File: src/rtl/swap_tim_gen_pkg.sv
// Shared definitions for the swap timing generator.
// Latency: none (types and constants only).
// Backpressure: none.
package swap_tim_gen_pkg;

    // Width of every line-timing quantity, counted in pixel ticks
    localparam int TW          = 12;
    // Default number of clk cycles per pixel tick
    localparam int CLK_DIV_DEF = 4;

    typedef logic [TW-1:0] tval_t;
    typedef logic [TW:0]   tsum_t;

    // Zero-extend both operands so the data-enable window edges are compared without wrap
    function automatic tsum_t tsum(input tsum_t a, input tval_t b);
        return a + {1'b0, b};
    endfunction

endpackage

File: src/rtl/swap_tim_gen_if.sv
// Timing-parameter inputs, host swap request and video timing outputs.
// Latency: none (wiring only).
// Backpressure: none; every signal is level based.
interface swap_tim_gen_if;
    import swap_tim_gen_pkg::*;

    tval_t Thsync;
    tval_t Tgdel;
    tval_t Tgate;
    tval_t Thlen;
    logic  buf_swap;
    logic  pclk;
    logic  pclk_ena;
    logic  hsync;
    logic  vsync;
    logic  daten;

    // Host / display side: supplies timing and the swap request, consumes the timing outputs
    modport master (
        output Thsync, Tgdel, Tgate, Thlen, buf_swap,
        input  pclk, pclk_ena, hsync, vsync, daten
    );

    // Generator side
    modport slave (
        input  Thsync, Tgdel, Tgate, Thlen, buf_swap,
        output pclk, pclk_ena, hsync, vsync, daten
    );

endinterface

File: src/rtl/swap_tim_gen_video_clkgen.sv
// Pixel clock divider: pclk square-ish wave and a one-clk pclk_ena strobe.
// Latency: first pclk_ena CLK_DIV clks after reset release; both outputs registered.
// Backpressure: none; free running.
module video_clkgen
    import swap_tim_gen_pkg::*;
#(
    parameter int CLK_DIV = CLK_DIV_DEF
) (
    input  logic clk,
    input  logic rst_n,
    output logic pclk,
    output logic pclk_ena
);

    localparam int DW = (CLK_DIV > 2) ? $clog2(CLK_DIV) : 1;
    localparam logic [DW-1:0] DLAST = DW'(CLK_DIV - 1);
    localparam logic [DW-1:0] DHALF = DW'(CLK_DIV / 2);

    logic [DW-1:0] dcnt;

    // Divider count plus registered strobe/clock derived from the count before it advances
    always_ff @(posedge clk or negedge rst_n) begin
        if (!rst_n) begin
            dcnt     <= '0;
            pclk     <= 1'b0;
            pclk_ena <= 1'b0;
        end else begin
            dcnt     <= (dcnt == DLAST) ? '0 : dcnt + DW'(1);
            pclk_ena <= (dcnt == DLAST);
            pclk     <= (dcnt < DHALF);
        end
    end

endmodule

File: src/rtl/swap_tim_gen.sv
// Line timing generator with host buffer-swap driven single-line vsync.
// Latency: outputs registered one pixel tick after the hcnt they reflect.
// Backpressure: none; buf_swap is a level request, edges are remembered until the next line wrap.
module swap_tim_gen
    import swap_tim_gen_pkg::*;
#(
    parameter int CLK_DIV = CLK_DIV_DEF
) (
    input  logic          clk,
    input  logic          rst_n,
    swap_tim_gen_if.slave tim
);

    logic  pclk_i;
    logic  tick;

    tval_t Thsync_l, Tgdel_l, Tgate_l, Thlen_l;
    tval_t hcnt;
    tsum_t hcnt_inc;
    logic  wrap;
    tsum_t de_start;
    tsum_t de_end;

    logic  sync1, sync2, sync_q;
    logic  swap_edge;
    logic  swap_pend;
    logic  vline;

    logic  hsync_q, vsync_q, daten_q;

    video_clkgen #(.CLK_DIV(CLK_DIV)) u_clkgen (
        .clk      (clk),
        .rst_n    (rst_n),
        .pclk     (pclk_i),
        .pclk_ena (tick)
    );

    // Wrap decision; with the latched length still zero after reset the first tick wraps too,
    // which is what loads the timing inputs and starts line 0
    always_comb begin
        hcnt_inc = {1'b0, hcnt} + tsum_t'(1);
        wrap     = (hcnt_inc >= {1'b0, Thlen_l});
        de_start = tsum({1'b0, Thsync_l}, Tgdel_l);
        de_end   = tsum(de_start, Tgate_l);
    end

    // Line counter and per-line snapshot of the timing inputs
    always_ff @(posedge clk or negedge rst_n) begin
        if (!rst_n) begin
            hcnt     <= '0;
            Thsync_l <= '0;
            Tgdel_l  <= '0;
            Tgate_l  <= '0;
            Thlen_l  <= '0;
        end else if (tick) begin
            if (wrap) begin
                hcnt     <= '0;
                Thsync_l <= tim.Thsync;
                Tgdel_l  <= tim.Tgdel;
                Tgate_l  <= tim.Tgate;
                Thlen_l  <= tim.Thlen;
            end else begin
                hcnt     <= hcnt_inc[TW-1:0];
            end
        end
    end

    // Two-flop synchronizer plus a delayed copy for rising-edge detection
    always_ff @(posedge clk or negedge rst_n) begin
        if (!rst_n) begin
            sync1  <= 1'b0;
            sync2  <= 1'b0;
            sync_q <= 1'b0;
        end else begin
            sync1  <= tim.buf_swap;
            sync2  <= sync1;
            sync_q <= sync2;
        end
    end

    assign swap_edge = sync2 & ~sync_q;

    // Pending swap becomes a vsync line at the next wrap; an edge on the wrap tick itself
    // re-arms the request so it is serviced one line later instead of being lost
    always_ff @(posedge clk or negedge rst_n) begin
        if (!rst_n) begin
            swap_pend <= 1'b0;
            vline     <= 1'b0;
        end else if (tick && wrap) begin
            vline     <= swap_pend;
            swap_pend <= swap_edge;
        end else if (swap_edge) begin
            swap_pend <= 1'b1;
        end
    end

    // Registered timing outputs from the current count; vline is the value for this line
    always_ff @(posedge clk or negedge rst_n) begin
        if (!rst_n) begin
            hsync_q <= 1'b0;
            vsync_q <= 1'b0;
            daten_q <= 1'b0;
        end else if (tick) begin
            hsync_q <= (hcnt < Thsync_l);
            vsync_q <= vline;
            daten_q <= ({1'b0, hcnt} >= de_start) && ({1'b0, hcnt} < de_end) && !vline;
        end
    end

    assign tim.pclk     = pclk_i;
    assign tim.pclk_ena = tick;
    assign tim.hsync    = hsync_q;
    assign tim.vsync    = vsync_q;
    assign tim.daten    = daten_q;

endmodule

File: src/flat_wrapper.sv
// flat-port wrapper written by rule: the top's interface ports become plain ports
module swap_tim_gen_flat import swap_tim_gen_pkg::*;
#(
    parameter int CLK_DIV = CLK_DIV_DEF
)
  (clk, rst_n, tim_Thsync, tim_Tgdel, tim_Tgate, tim_Thlen, tim_buf_swap, tim_pclk, tim_pclk_ena, tim_hsync, tim_vsync, tim_daten);
  swap_tim_gen_if tim_i ();
  input  logic clk;
  input  logic rst_n;
  input wire logic [$bits(tim_i.Thsync)-1:0] tim_Thsync;
  input wire logic [$bits(tim_i.Tgdel)-1:0] tim_Tgdel;
  input wire logic [$bits(tim_i.Tgate)-1:0] tim_Tgate;
  input wire logic [$bits(tim_i.Thlen)-1:0] tim_Thlen;
  input wire logic [$bits(tim_i.buf_swap)-1:0] tim_buf_swap;
  output wire logic [$bits(tim_i.pclk)-1:0] tim_pclk;
  output wire logic [$bits(tim_i.pclk_ena)-1:0] tim_pclk_ena;
  output wire logic [$bits(tim_i.hsync)-1:0] tim_hsync;
  output wire logic [$bits(tim_i.vsync)-1:0] tim_vsync;
  output wire logic [$bits(tim_i.daten)-1:0] tim_daten;
  assign tim_i.Thsync = tim_Thsync;
  assign tim_i.Tgdel = tim_Tgdel;
  assign tim_i.Tgate = tim_Tgate;
  assign tim_i.Thlen = tim_Thlen;
  assign tim_i.buf_swap = tim_buf_swap;
  assign tim_pclk = tim_i.pclk;
  assign tim_pclk_ena = tim_i.pclk_ena;
  assign tim_hsync = tim_i.hsync;
  assign tim_vsync = tim_i.vsync;
  assign tim_daten = tim_i.daten;
  swap_tim_gen #(.CLK_DIV(CLK_DIV)) u_core (.clk(clk), .rst_n(rst_n), .tim(tim_i));
endmodule
File: config.mk
export PLATFORM = sky130hd
export DESIGN_NAME = swap_tim_gen_flat
export DESIGN_NICKNAME = d
export VERILOG_FILES = /design/src/rtl/swap_tim_gen_pkg.sv /design/src/rtl/swap_tim_gen_if.sv /design/src/rtl/swap_tim_gen_video_clkgen.sv /design/src/rtl/swap_tim_gen.sv /design/src/flat_wrapper.sv
export SDC_FILE = /design/constraint.sdc
export NUM_CORES = 1
export LEC_CHECK = 0
export BUFFER_PORTS_ARGS = -buffer_cell sky130_fd_sc_hd__buf_2
export CORE_UTILIZATION = 40
export CTS_CLUSTER_DIAMETER = 50
export CTS_CLUSTER_SIZE = 20
export DETAILED_ROUTE_END_ITERATION = 7
export HOLD_SLACK_MARGIN = 0.08
export SYNTH_ARGS = -nofsm -noshare
export SYNTH_HDL_FRONTEND = slang
export SYNTH_HIERARCHICAL = 1
export SYNTH_SLANG_ARGS = --single-unit
File: constraint.sdc
create_clock -name clk -period 3.3 [get_ports clk]
set_input_delay 0.66 -clock clk [delete_from_list [all_inputs] [get_ports clk]]
set_output_delay 0.66 -clock clk [all_outputs]
set_load 0.05 [all_outputs]
==> impl_metrics.tcl <==
set metrics [dict create \
    gp_congestion 0.837 \
    crit_start "u_core/Thsync_l[0]" \
    synth_top_cell_area_share 0.346 \
    io_pins 56 \
    layout-drive-gt1-share 0.385 \
    grt_pass1_wl_um 19600 \
    grt_pass1_vias 4182 \
    drt_pass1_iterations 4 \
    swShare 0.300 \
    crit_path_end_kind "register" \
    startpoint_type "register" \
    power_frac_comb 0.327 \
    leakage_uw 0.00354 \
    power_density_mw_per_mm2 427 \
    syn-num-nets 602 \
    cts_buffers 9 \
    crit_end "u_core/tim.daten" \
    relSlewSlack 0.540 \
    synth_edf_count 0 \
    hold_viol_final 0 \
    internal-power_uw 2030 \
    drt_iter0_drc 139 \
    coreArea_mm2 0.0127 \
    power.total_uw 2900 \
    rows 41 \
    clk_pin_slew_ns 0.07 \
    grt_overflow 0 \
    numPortBuffers 55 \
    wirelength_um 12200 \
    ys_seq_elements 72 \
    hold_path.class "input port to async pin" \
    yosys.area.top_type "dfrtp_1" \
    root_buffer "clkbuf_16" \
    violations "negative setup slack" \
    pwr-share-seq 0.330 \
    tightest_slew_ns 0.690 \
    cts_sinks 72 \
    cts_buffer_depth 2 \
    status "complete, but fails checks" \
    ys.flop_type "dfrtp_1" \
    timing.fmax_mhz 273 \
    finish.utilization 0.535 \
    ff2ff_path_depth 22 \
    die-area_mm2 0.0135 \
    htreeDepth 3 \
    place_ws_ns -0.489 \
    post-route-period-util 1.11 \
    syn_area_per_cell_um2 10.9 \
    syn_area_mm2 0.00520 \
    r2r_start "u_core/Thsync_l[0]" \
    yosys_warnings 6 \
    worstPathRequired_ns 3.57 \
    synthTopCellsByArea "dfrtp_1, ha_1, mux2_4" \
    power_switching_uw 869 \
    fin_tns_setup_ns -0.364 \
    synth_cell_type_count 51 \
    worstPathMaxFanout 3 \
    grt_max_degree 44 \
    setup_viol 1 \
    ys_seq_area_frac 0.346 \
    rsz0062_at_grt "yes" \
    r2r-end "u_core/tim.daten" \
    ir_drop_uv 325 \
    drtAntennaViolNets 0 \
    dpl.cell_count 770 \
    die_x_um 116 \
    vias_per_cell 5.02 \
    setup_slack_ns -0.364 \
    min_period_ns 3.66 \
    num_vias 4015 \
    clk_latency_ns 0.35 \
    ys_async_sr_fraction 1.00 \
    area_growth_pct 30.3 \
    fin_cells 800 \
    antenna_found_initial 0 \
    critPathKind "register to register" \
    drc 0 \
    cts_tree "done" \
    fp.dieH_um 116 \
    drv_slew 0 \
    p_clk_frac 0.343 \
    skew_ns 0.0115 \
    grt.total_usage 0.190 \
    cap_violations 0 \
    r2r_slack_ns -0.36 \
    syn_inst 476 \
    final_nets 749 \
    wl_per_cell_um 15.3 \
    arrival_ns 3.94 \
    n_antenna_cell 0 \
    hpwl_um 8820 \
    cts_hold_buf 0 \
    initial_core_util 0.411 \
]
==> worst min path at each step <==
| stage | endpoint | slack (ns) | from |
|---|---|---|---|
| after floorplan | u_core/sync2 | 0.33 | u_core/sync1 |
| after global placement | u_core/sync2 | 0.33 | u_core/sync1 |
| after detailed placement | u_core/sync2 | 0.34 | u_core/sync1 |
| after CTS | u_core/sync2 | 0.35 | u_core/sync1 |
| after global routing | u_core/sync2 | 0.36 | u_core/sync1 |
| final | u_core/Thlen_l[4] | 0.35 | rst_n |
==> power by group through the flow <==
| stage | clock network, µW | logic (µW) | registers, µW |
|---|---|---|---|
| final | 993 | 947 | 955 |
| after global routing | 1050 | 1070 | 961 |
| after CTS | 1020 | 926 | 955 |
| after detailed placement | 0 | 896 | 970 |
| after global placement | 0 | 870 | 969 |
| after floorplan | 0 | 553 | 967 |
==> per-stage QoR <==
stage                     instance area [µm²]  hold slack, ns
after floorplan                          5210           0.331
after global placement                   6190           0.333
after detailed placement                 6190           0.336
after CTS                                6560           0.351
after global routing                     6780           0.356
final                                    6780           0.346
==> per-layer routing <==
metal / part of all wire / vias to the layer above / GRT usage
li1: - / 1993 / -
met1: 0.47 / 1952 / 0.243
met2: 0.48 / 56 / 0.315
met3: 0.033 / 14 / 0.0403
met4: 0.018 / 0 / 0.0701
met5: 0 / - / 0
==> cells in the final DEF (no fill, tap or decap), drive strengths merged, types with 2 or more instances in the layout <==
cell type	instances
fa	2
a211oi	6
a2111oi	2
xor2	10
mux2	50
dfrtp	72
inv	45
buf	142
xnor2	17
nor2b	7
nor3	4
o2111ai	2
a21o	9
o21ai	32
a21oi	22
o21a	6
nand2b	7
a31oi	3
or2	4
o31a	2
o221ai	2
nor4	3
clkinv	4
nor2	21
nand4	2
o2bb2ai	10
o211ai	2
and3	3
ha	73
a41oi	2
nand3	9
clkbuf	12
nand2	26
o21bai	4
==> cells in the mapped netlist, types with 7 or more instances <==
cell       instances
ha_1              73
dfrtp_1           72
mux2_4            49
inv_1             44
o21ai_0           31
nand2_1           24
a21oi_1           22
nor2_1            20
xnor2_1           17
o2bb2ai_1         10
xor2_1            10
a21o_1             9
nand3_1            9
nand2b_1           7
nor2b_1            7
==> sequential cells by signal, indices dropped and copies added, names as in the netlist, 2 cells and up <==
register              flops
u_core/Tgdel_l           12
u_core/Thsync_l          12
u_core/hcnt              12
u_core/Tgate_l           12
u_core/Thlen_l           12
u_core/u_clkgen/dcnt      2
==> what timing repair did <==
item / 4_1_cts / 5_1_grt
endpoints found under the setup margin: 38 / 53
cloned: 1 / 3
pin swaps: 11 / 14
resized for setup: 10 / 22
setup buffers: 3 / 7
==> worst max-delay path: stages (launching register included) <==
cell and delay, ns:
dfrtp_1 0.36, ha_2 0.20, inv_2 0.04, fa_2 0.35, nor2b_2 0.14, o31a_1 0.19, o21ai_1 0.08, nand2b_1 0.11
xor2_2 0.21, ha_4 0.24, o21ai_2 0.06, nor2_2 0.06, a21oi_2 0.16, nor2b_1 0.07, o21ai_1 0.17, nand2b_1 0.09
xnor2_1 0.13, ha_1 0.29, o21ai_0 0.08, nor2_1 0.06, nor4_1 0.23, o21ai_1 0.13, a31oi_1 0.13
==> final cells by class <==
type / instances / area (µm²)
clock buffers: 10 / 229
flip-flops and latches: 72 / 1800
inverters: 45 / 169
fillers: 1132 / 5890
multi-input cells: 351 / 3250
well taps: 172 / 215
clock inverters: 6 / 68.8
repair buffers: 144 / 1050
==> logic make-up after synthesis <==
logic type | Yosys count | synth area share
AOI/OAI and AO/OA | 109 | 0.139
xor gates and xnor gates | 27 | 0.0454
adders and majority gates | 75 | 0.183
buffers and inverters | 54 | 0.0551
DFF | 72 | 0.346
muxes | 51 | 0.145
and+or+nand+nor | 88 | 0.0856
Note: power is estimated with default switching activity, not from simulation.
